`config.mk`:
```
export PLATFORM = sky130hd
export DESIGN_NAME = div_arbiter_ctrl
export DESIGN_NICKNAME = d
export VERILOG_FILES = /design/src/rtl/div_pkg.sv /design/src/rtl/restoring_div_step.sv /design/src/rtl/div_arbiter_ctrl.sv
export SDC_FILE = /design/constraint.sdc
export NUM_CORES = 1
export LEC_CHECK = 0
export CORE_MARGIN = 8
export CORE_UTILIZATION = 46
export DETAILED_ROUTE_END_ITERATION = 8
export PLACE_DENSITY = 0.81
export SYNTH_ARGS = -nofsm -noshare
export SYNTH_HDL_FRONTEND = slang
export SYNTH_SLANG_ARGS = --single-unit
```
`constraint.sdc`:
```
create_clock -name clk -period 3.3 [get_ports clk]
set_clock_uncertainty 0.15 [all_clocks]
set_input_delay 0.495 -clock clk [delete_from_list [all_inputs] [get_ports clk]]
set_output_delay 0.495 -clock clk [all_outputs]
set_load 0.01 [all_outputs]
```
`src/rtl/div_pkg.sv`:
```
// Shared definitions for the arbitrated restoring divider.
package div_pkg;

  localparam int unsigned DEF_NREQ  = 4;
  localparam int unsigned DEF_WIDTH = 4;

  typedef enum logic [1:0] {
    IDLE = 2'd0,
    CALC = 2'd1,
    DONE = 2'd2
  } state_t;

  // Width of a requester index; never narrower than one bit.
  function automatic int unsigned id_width(input int unsigned n);
    return (n <= 2) ? 1 : $clog2(n);
  endfunction

endpackage

```
`src/rtl/restoring_div_step.sv`:
```
// One combinational restoring-division iteration, quotient bits MSB first.
module restoring_div_step
  import div_pkg::*;
#(
  parameter int unsigned WIDTH = DEF_WIDTH
) (
  input  logic [WIDTH-1:0] rem,
  input  logic [WIDTH-1:0] quo,
  input  logic [WIDTH-1:0] b,
  output logic [WIDTH-1:0] rem_next,
  output logic [WIDTH-1:0] quo_next
);

  logic [WIDTH:0] rem_sh;
  logic [WIDTH:0] trial;

  // Shift {rem, quo} left, try subtracting b, restore when the trial goes negative.
  always_comb begin
    rem_sh   = {rem, quo[WIDTH-1]};
    trial    = rem_sh - {1'b0, b};
    rem_next = trial[WIDTH] ? rem_sh[WIDTH-1:0] : trial[WIDTH-1:0];
    quo_next = {quo[WIDTH-2:0], ~trial[WIDTH]};
  end

endmodule

```
`src/rtl/div_arbiter_ctrl.sv`:
```
// Round-robin arbiter in front of a single iterative restoring divider.
module div_arbiter_ctrl
  import div_pkg::*;
#(
  parameter int unsigned NREQ  = DEF_NREQ,
  parameter int unsigned WIDTH = DEF_WIDTH
) (
  input  logic                      clk,
  input  logic                      rst_n,
  input  logic [NREQ-1:0]           req_valid,
  input  logic [NREQ*WIDTH-1:0]     req_a,
  input  logic [NREQ*WIDTH-1:0]     req_b,
  output logic [NREQ-1:0]           req_ready,
  output logic                      rsp_valid,
  input  logic                      rsp_ready,
  output logic [id_width(NREQ)-1:0] rsp_id,
  output logic [WIDTH-1:0]          rsp_quo,
  output logic [WIDTH-1:0]          rsp_rem,
  output logic                      rsp_dbz,
  output logic                      busy
);

  localparam int unsigned IDW = id_width(NREQ);
  localparam int unsigned CW  = $clog2(WIDTH + 1);

  state_t           state, state_next;
  logic [IDW-1:0]   last_grant, grant_id, idx;
  logic             grant_any, accept;
  logic [WIDTH-1:0] sel_a, sel_b;
  logic [WIDTH-1:0] b_q, rem_q, quo_q, rem_step, quo_step;
  logic [IDW-1:0]   id_q;
  logic             dbz_q;
  logic [CW-1:0]    cnt_q;

  restoring_div_step #(.WIDTH(WIDTH)) u_step (
    .rem      (rem_q),
    .quo      (quo_q),
    .b        (b_q),
    .rem_next (rem_step),
    .quo_next (quo_step)
  );

  // Pick the first valid requester scanning upward from last_grant+1.
  always_comb begin
    grant_any = 1'b0;
    grant_id  = '0;
    idx       = '0;
    for (int unsigned k = 0; k < NREQ; k++) begin
      idx = IDW'((32'(last_grant) + 1 + k) % NREQ);
      if (!grant_any && req_valid[idx]) begin
        grant_any = 1'b1;
        grant_id  = idx;
      end
    end
  end

  // Route the winner's operands to the capture registers.
  always_comb begin
    sel_a = '0;
    sel_b = '0;
    for (int unsigned i = 0; i < NREQ; i++) begin
      if (grant_id == IDW'(i)) begin
        sel_a = req_a[i*WIDTH +: WIDTH];
        sel_b = req_b[i*WIDTH +: WIDTH];
      end
    end
  end

  // Grant is only offered while idle.
  always_comb begin
    req_ready = '0;
    accept    = (state == IDLE) && grant_any;
    if (accept) req_ready[grant_id] = 1'b1;
  end

  // Next-state logic.
  always_comb begin
    state_next = state;
    unique case (state)
      IDLE:    if (accept) state_next = (sel_b == '0) ? DONE : CALC;
      CALC:    if (cnt_q == '0) state_next = DONE;
      DONE:    if (rsp_ready) state_next = IDLE;
      default: state_next = IDLE;
    endcase
  end

  // State register.
  always_ff @(posedge clk or negedge rst_n) begin
    if (!rst_n) state <= IDLE;
    else        state <= state_next;
  end

  // Operand capture, iteration and result hold.
  always_ff @(posedge clk or negedge rst_n) begin
    if (!rst_n) begin
      last_grant <= IDW'(NREQ - 1);
      id_q       <= '0;
      b_q        <= '0;
      rem_q      <= '0;
      quo_q      <= '0;
      dbz_q      <= 1'b0;
      cnt_q      <= '0;
    end else if (accept) begin
      last_grant <= grant_id;
      id_q       <= grant_id;
      b_q        <= sel_b;
      cnt_q      <= CW'(WIDTH - 1);
      if (sel_b == '0) begin
        quo_q <= '1;
        rem_q <= sel_a;
        dbz_q <= 1'b1;
      end else begin
        quo_q <= sel_a;
        rem_q <= '0;
        dbz_q <= 1'b0;
      end
    end else if (state == CALC) begin
      rem_q <= rem_step;
      quo_q <= quo_step;
      cnt_q <= cnt_q - 1'b1;
    end
  end

  assign rsp_valid = (state == DONE);
  assign busy      = (state != IDLE);
  assign rsp_id    = id_q;
  assign rsp_quo   = quo_q;
  assign rsp_rem   = rem_q;
  assign rsp_dbz   = dbz_q;

endmodule

```
Word-level counts from Yosys, hierarchy flattened
Cells that the tools add are included.

storage, ports and cells
  input port bits = 39
  word-level logic and storage cells = 86
  flip-flop bits (word level) = 22
  output and inout port bits = 17

operators by class
  equal/unequal tests = 8
  reduce and logical (&&, ||, !) cells = 15
  $add $sub $neg = 6
  order comparisons = 6
  bitwise operators = 1
  multiplexer cells = 42

operator list
  cell                                                                          count
  4-bit two-way mux                                                             16
  2-bit two-way mux                                                             8
  2-bit by 3-bit less-than comparator with 1-bit output, second input constant  5
  1-bit two-way mux                                                             10
  1-bit binary-select mux with 2-bit select                                     4
  2-bit == test, second input constant                                          3
  3-bit two-way mux                                                             2
  2-bit one-hot mux with 3 select lines                                         1
  1-bit logical AND                                                             5
  5-bit by 4-bit subtractor with 5-bit output                                   1
  2-bit by 1-bit adder with 2-bit output, second input constant                 2
  2-bit adder, second input constant                                            2
  2-bit by 1-bit == test with 1-bit output, second input constant               2
  2-bit logical NOT                                                             2
  4-bit logical NOT                                                             1
  2-bit inequality test, second input constant                                  2
  2-bit nonzero test                                                            2
  1-bit logical NOT                                                             3
  3-bit logical NOT                                                             1
  3-bit AND reduction                                                           1
  3-bit by 1-bit subtractor with 3-bit output, second input constant            1
  1-bit demux with 2-bit select                                                 1
  2-bit by 1-bit >= comparator with 1-bit output, second input constant         1
  2-bit by 1-bit inequality test with 1-bit output, second input constant       1
  1-bit NOT                                                                     1

Logic depth before layout (Yosys ltp)
  depth in word-level cells = 22
  gate-level depth with buffers = 9
  depth with buffers taken out = 9

By module
From an unflattened synthesis, not the netlist that was laid out.

unflattened totals
  cells, all modules = 194
  area total of the unflattened synthesis = 1659.1 µm²

modules (own cells, without submodules)
  module              cells an instance  seq. area each (µm²)  area each (µm²)  times used
  div_arbiter_ctrl    167                553.0                 1432.6           1
  restoring_div_step  27                 0.0                   226.5            1

Least setup slack after synthesis
OpenSTA, ideal clock, no wires.

  path type = reg-to-reg
  start point = reg quo_q[3] (netlist: rsp_quo[3])
  end point = reg rem_q[2] (netlist: rsp_rem[2])
  data arrival time = 2.131 ns
  library setup time = 0.122 ns
  cell stages (with the launch flop) = 10
  setup slack = 0.898 ns
  buffers on the path = 0
  required time = 3.028 ns
  cells stage by stage = dfrtp_1 > inv_1 > ha_1 > fa_1 > nor2b_1 > o21ai_1 > and2b_1 > xnor2_1 > a2111o_1 > a32o_1

on the way
  word-level cells in the longest chain between the ends = 4

ends and longest elaborated chain
  element                                      line                      source
  start, declared                              div_arbiter_ctrl.sv:30    logic [WIDTH-1:0] b_q, rem_q, quo_q, rem_step, quo_step;
  start signal, assigned                       div_arbiter_ctrl.sv:113   quo_q <= sel_a;
  start signal, assigned                       div_arbiter_ctrl.sv:119   quo_q <= quo_step;
  5-bit by 4-bit subtractor with 5-bit output  restoring_div_step.sv:20  trial = rem_sh - {1'b0, b};
  4-bit two-way mux                            restoring_div_step.sv:21  rem_next = trial[WIDTH] ? rem_sh[WIDTH-1:0] : trial[WIDTH-1:0];
  4-bit two-way mux                            div_arbiter_ctrl.sv:117   end else if (state == CALC) begin
  4-bit two-way mux                            div_arbiter_ctrl.sv:103   end else if (accept) begin
  end signal, assigned                         div_arbiter_ctrl.sv:110   rem_q <= sel_a;
  end signal, assigned                         div_arbiter_ctrl.sv:118   rem_q <= rem_step;
  end, declared                                div_arbiter_ctrl.sv:30

Every way passes these cells. The select of a mux whose other input is x is not followed.
A chain may end at the register's enable or synchronous reset.

Final worst setup path
  start point = in req_valid[3]
  end point = out req_ready[3]

on the way
  word-level cells in the longest chain between the ends = 17

ends and longest elaborated chain
  element                                                                                                                                               line                    source
  start, declared                                                                                                                                       div_arbiter_ctrl.sv:10  input logic [NREQ-1:0] req_valid,
  1-bit binary-select mux with 2-bit select                                                                                                             div_arbiter_ctrl.sv:50  if (!grant_any && req_valid[idx]) begin
  1-bit two-way mux (not written as such)                                                                                                               div_arbiter_ctrl.sv:50
  1-bit two-way mux                                                                                                                                     div_arbiter_ctrl.sv:50
  1-bit logical NOT                                                                                                                                     div_arbiter_ctrl.sv:50
  1-bit logical AND                                                                                                                                     div_arbiter_ctrl.sv:50
  1-bit two-way mux                                                                                                                                     div_arbiter_ctrl.sv:50
  1-bit logical NOT                                                                                                                                     div_arbiter_ctrl.sv:50
  1-bit logical AND                                                                                                                                     div_arbiter_ctrl.sv:50
  1-bit two-way mux                                                                                                                                     div_arbiter_ctrl.sv:50
  1-bit logical NOT                                                                                                                                     div_arbiter_ctrl.sv:50
  1-bit logical AND                                                                                                                                     div_arbiter_ctrl.sv:50
  2-bit two-way mux                                                                                                                                     div_arbiter_ctrl.sv:50
  2-bit by 3-bit less-than comparator with 1-bit output (not written as such) / 2-bit by 1-bit >= comparator with 1-bit output (equally long branches)  div_arbiter_ctrl.sv:73  if (accept) req_ready[grant_id] = 1'b1;
  1-bit logical AND (not written as such)                                                                                                               div_arbiter_ctrl.sv:73
  1-bit two-way mux (not written as such)                                                                                                               div_arbiter_ctrl.sv:73
  1-bit demux with 2-bit select                                                                                                                         div_arbiter_ctrl.sv:73
  4-bit two-way mux (*)                                                                                                                                 div_arbiter_ctrl.sv:73
  end, declared                                                                                                                                         div_arbiter_ctrl.sv:13  output logic [NREQ-1:0] req_ready,

Mark *: on every way between the ends. The rest lies on a longest branch, timed or not. The select of a mux whose other input is x is not followed.

==> results.py <==
metrics = {
    "run_status": {
        "status": "completed",
    },
    "critical_path": {
        "path_max_fanout": 6,
        "start_kind": "input port",
        "worstSetupPathType": "input port to output port",
        "end_kind": "output port",
        "cp_data_required_time_ps": 2650,
        "arrival_ps": 2400,
    },
    "routing": {
        "routed.top_layer": "met4",
        "wl_met1_mm": 1.985,
        "detail-route-antenna-nets": 0,
        "drt_first_pass_iters": 4,
        "met3_length_um": 251,
        "met2WireLength_mm": 2.138,
        "avgRoutedWirePerCell_um": 15.12,
        "drc_errors": 0,
        "drt_iter0_drc": 112,
        "vias": 1560,
        "vias_per_cell": 5.342,
        "wirelength_mm": 4.414,
    },
    "cts": {
        "cts_setup_buffers": 0,
        "clk_latency_ps": 320,
        "cts.clk_slew.worst_paths_ps": 130,
        "cts_tree": "done",
        "cts.repair.resized": 0,
        "clockBufferDepth": 2,
        "numCtsBuffers": 3,
        "ctsRootBufferMaster": "clkbuf_4",
        "cts_hold_buf": 0,
        "clock-sinks": 22,
        "htree_levels": 1,
    },
    "synthesis": {
        "synth-seq-area-share_pct": 33.26,
        "synthTopCellsByArea": "dfrtp_1, mux2i_1, nand2_1",
        "synth_flop_cell": "dfrtp_1",
        "synth_top_area_share_pct": 30.10,
        "synth_cells": 189,
        "ys_seq_elements": 22,
        "synth_edf_count": 0,
        "syn_area_per_cell_um2": 8.798,
        "synth_top_area_cell": "dfrtp_1",
        "ys_warn_count": 0,
        "yosys.cell_types.count": 44,
        "syn-cell-area_mm2": 0.001663,
        "syn_nets": 235,
        "async_flop_share_pct": 100.0,
    },
    "place": {
        "gp_congestion": 0.8495,
        "numPortBuffers": 55,
        "dpl_cell_area_mm2": 0.002257,
        "dp_hpwl_mm": 3.443,
        "pre_cts_ws_ps": 245.5,
        "placedCellCount": 288,
    },
    "global_route": {
        "grt.total_usage_pct": 15.28,
        "grt_pass1_vias": 1588,
        "antenna_found_initial": 0,
        "grt_overflow": 0,
        "grt_pass1_wl_mm": 7.438,
        "grt_start_max_net_pins": 22,
    },
    "die": {
        "io_pins": 56,
        "die_w_um": 76.13,
        "floorplan.initialDensity_pct": 46.47,
        "fp.dieH_um": 76.13,
        "row_count": 22,
        "core_area_mm2": 0.003578,
        "die_area_mm2": 0.005795,
    },
    "cells_and_area": {
        "nets": 291,
        "stdcell_area_mm2": 0.002310,
        "final_cells": 292,
        "final_cell_mix": "clkdlybuf4s50_1, nand2_1, dfrtp_1",
        "final_common_cell": "clkdlybuf4s50_1",
        "syn2layout_area_growth_pct": 38.90,
        "fillers": 322,
        "num_antenna_cells": 0,
        "drive_above_1_share_pct": 8.197,
    },
    "timing": {
        "fmax_mhz": 328.0,
        "maxSlewHeadroom_pct": 37.50,
        "rsz0062_at_grt": "no",
        "tns_ps": 0,
        "setup_viol": 0,
        "slew_viol_final": 0,
        "fin_ws_ps": 251.5,
        "worstMarginPinSlew_ps": 934.6,
        "hold_viol_final": 0,
        "min_period_ps": 3049,
        "period_share_pct": 92.38,
    },
    "power_and_ir_drop": {
        "p_leak_nw": 1.014,
        "peakVddDrop_uv": 578.9,
        "power_density_mw_per_mm2": 939.9,
    },
    "job": {
        "maxCapViolCount": 0,
    },
    "min_path": {
        "hold_class": "register to register",
    },
}
## final timing paths
check / startpoint / end / slack, ps / cells after the start
worst max-delay path: req_valid[3] / req_ready[3] / 250 / 6
worst min-delay path: rsp_id[1] / rsp_id[1] / 350 / 2
worst max register to register: rsp_quo[3] / rsp_rem[2] / 740 / 9
worst min register to register: rsp_id[1] / rsp_id[1] / 350 / 2
max in group asynchronous: rst_n / last_grant[1] / 1780 / 2
min in group asynchronous: rst_n / b_q[3] / 530 / 1
## kinds of logic after synthesis
| kind of cell | synth area share (%) |
|---|---|
| flip-flops | 33.26 |
| AO/OA/AOI/OAI | 16.48 |
| buffers and inverters | 5.492 |
| XOR/XNOR | 2.107 |
| adder cells (fa/ha/maj) | 5.719 |
| multiplexers | 15.58 |
| AND/OR/NAND/NOR | 21.37 |
## per-stage QoR
stage	power (mW)	hold slack, ps	util (%)
2_1_floorplan	1.517	49.41	-
6_report	2.171	353.6	64.55
5_1_grt	2.373	379.4	64.55
4_1_cts	2.178	351.3	64.55
3_5_place_dp	1.959	319.2	63.08
3_3_place_gp	1.931	319.9	63.08
## synthesized netlist by cell type (all sizes together) (6+ instances only)
cell type and n:
nand3 6, ha 6, dfrtp 20, nor2 8
inv 10, a21oi 7, o21ai 15, nor2b 10
mux2i 19, nand2 27
## worst max-delay path, cell delays in order
cell and delay (ps):
clkdlybuf4s50_1 550, nor2_1 90, a21oi_1 410, nand2_1 180, nor2_1 130, clkdlybuf4s50_1 550
## area by class of cell
class	instances	area [µm²]	share of cell area, %
inverters	10	37.54	1.625
clock inverters	1	30.03	1.300
repair buffers	60	588.1	25.46
clock buffers	3	22.52	0.9751
multi-input cells	148	1018	44.10
well taps	48	60.06	2.600
flip-flops and latches	22	553.0	23.94
## layer usage
metal | GRT usage [%] | vias up
li1 | - | 784
met3 | 4.009 | 5
met2 | 25.36 | 45
met4 | 3.462 | 0
met1 | 19.24 | 726
met5 | 0 | -
## power by group
| part | internal, mW | switching [mW] |
|---|---|---|
| Combinational | 0.695 | 0.729 |
| Sequential | 0.415 | 0.119 |
| Clock | 0.123 | 0.0908 |
## state kept, by name, indices dropped and copies added, names as in the netlist
signal / flops
b_q: 4
cnt_q: 3
last_grant: 2
rsp_dbz: 1
rsp_id: 2
rsp_quo: 4
rsp_rem: 4
state: 2
No activity file was read; power rests on OpenSTA's default activity.
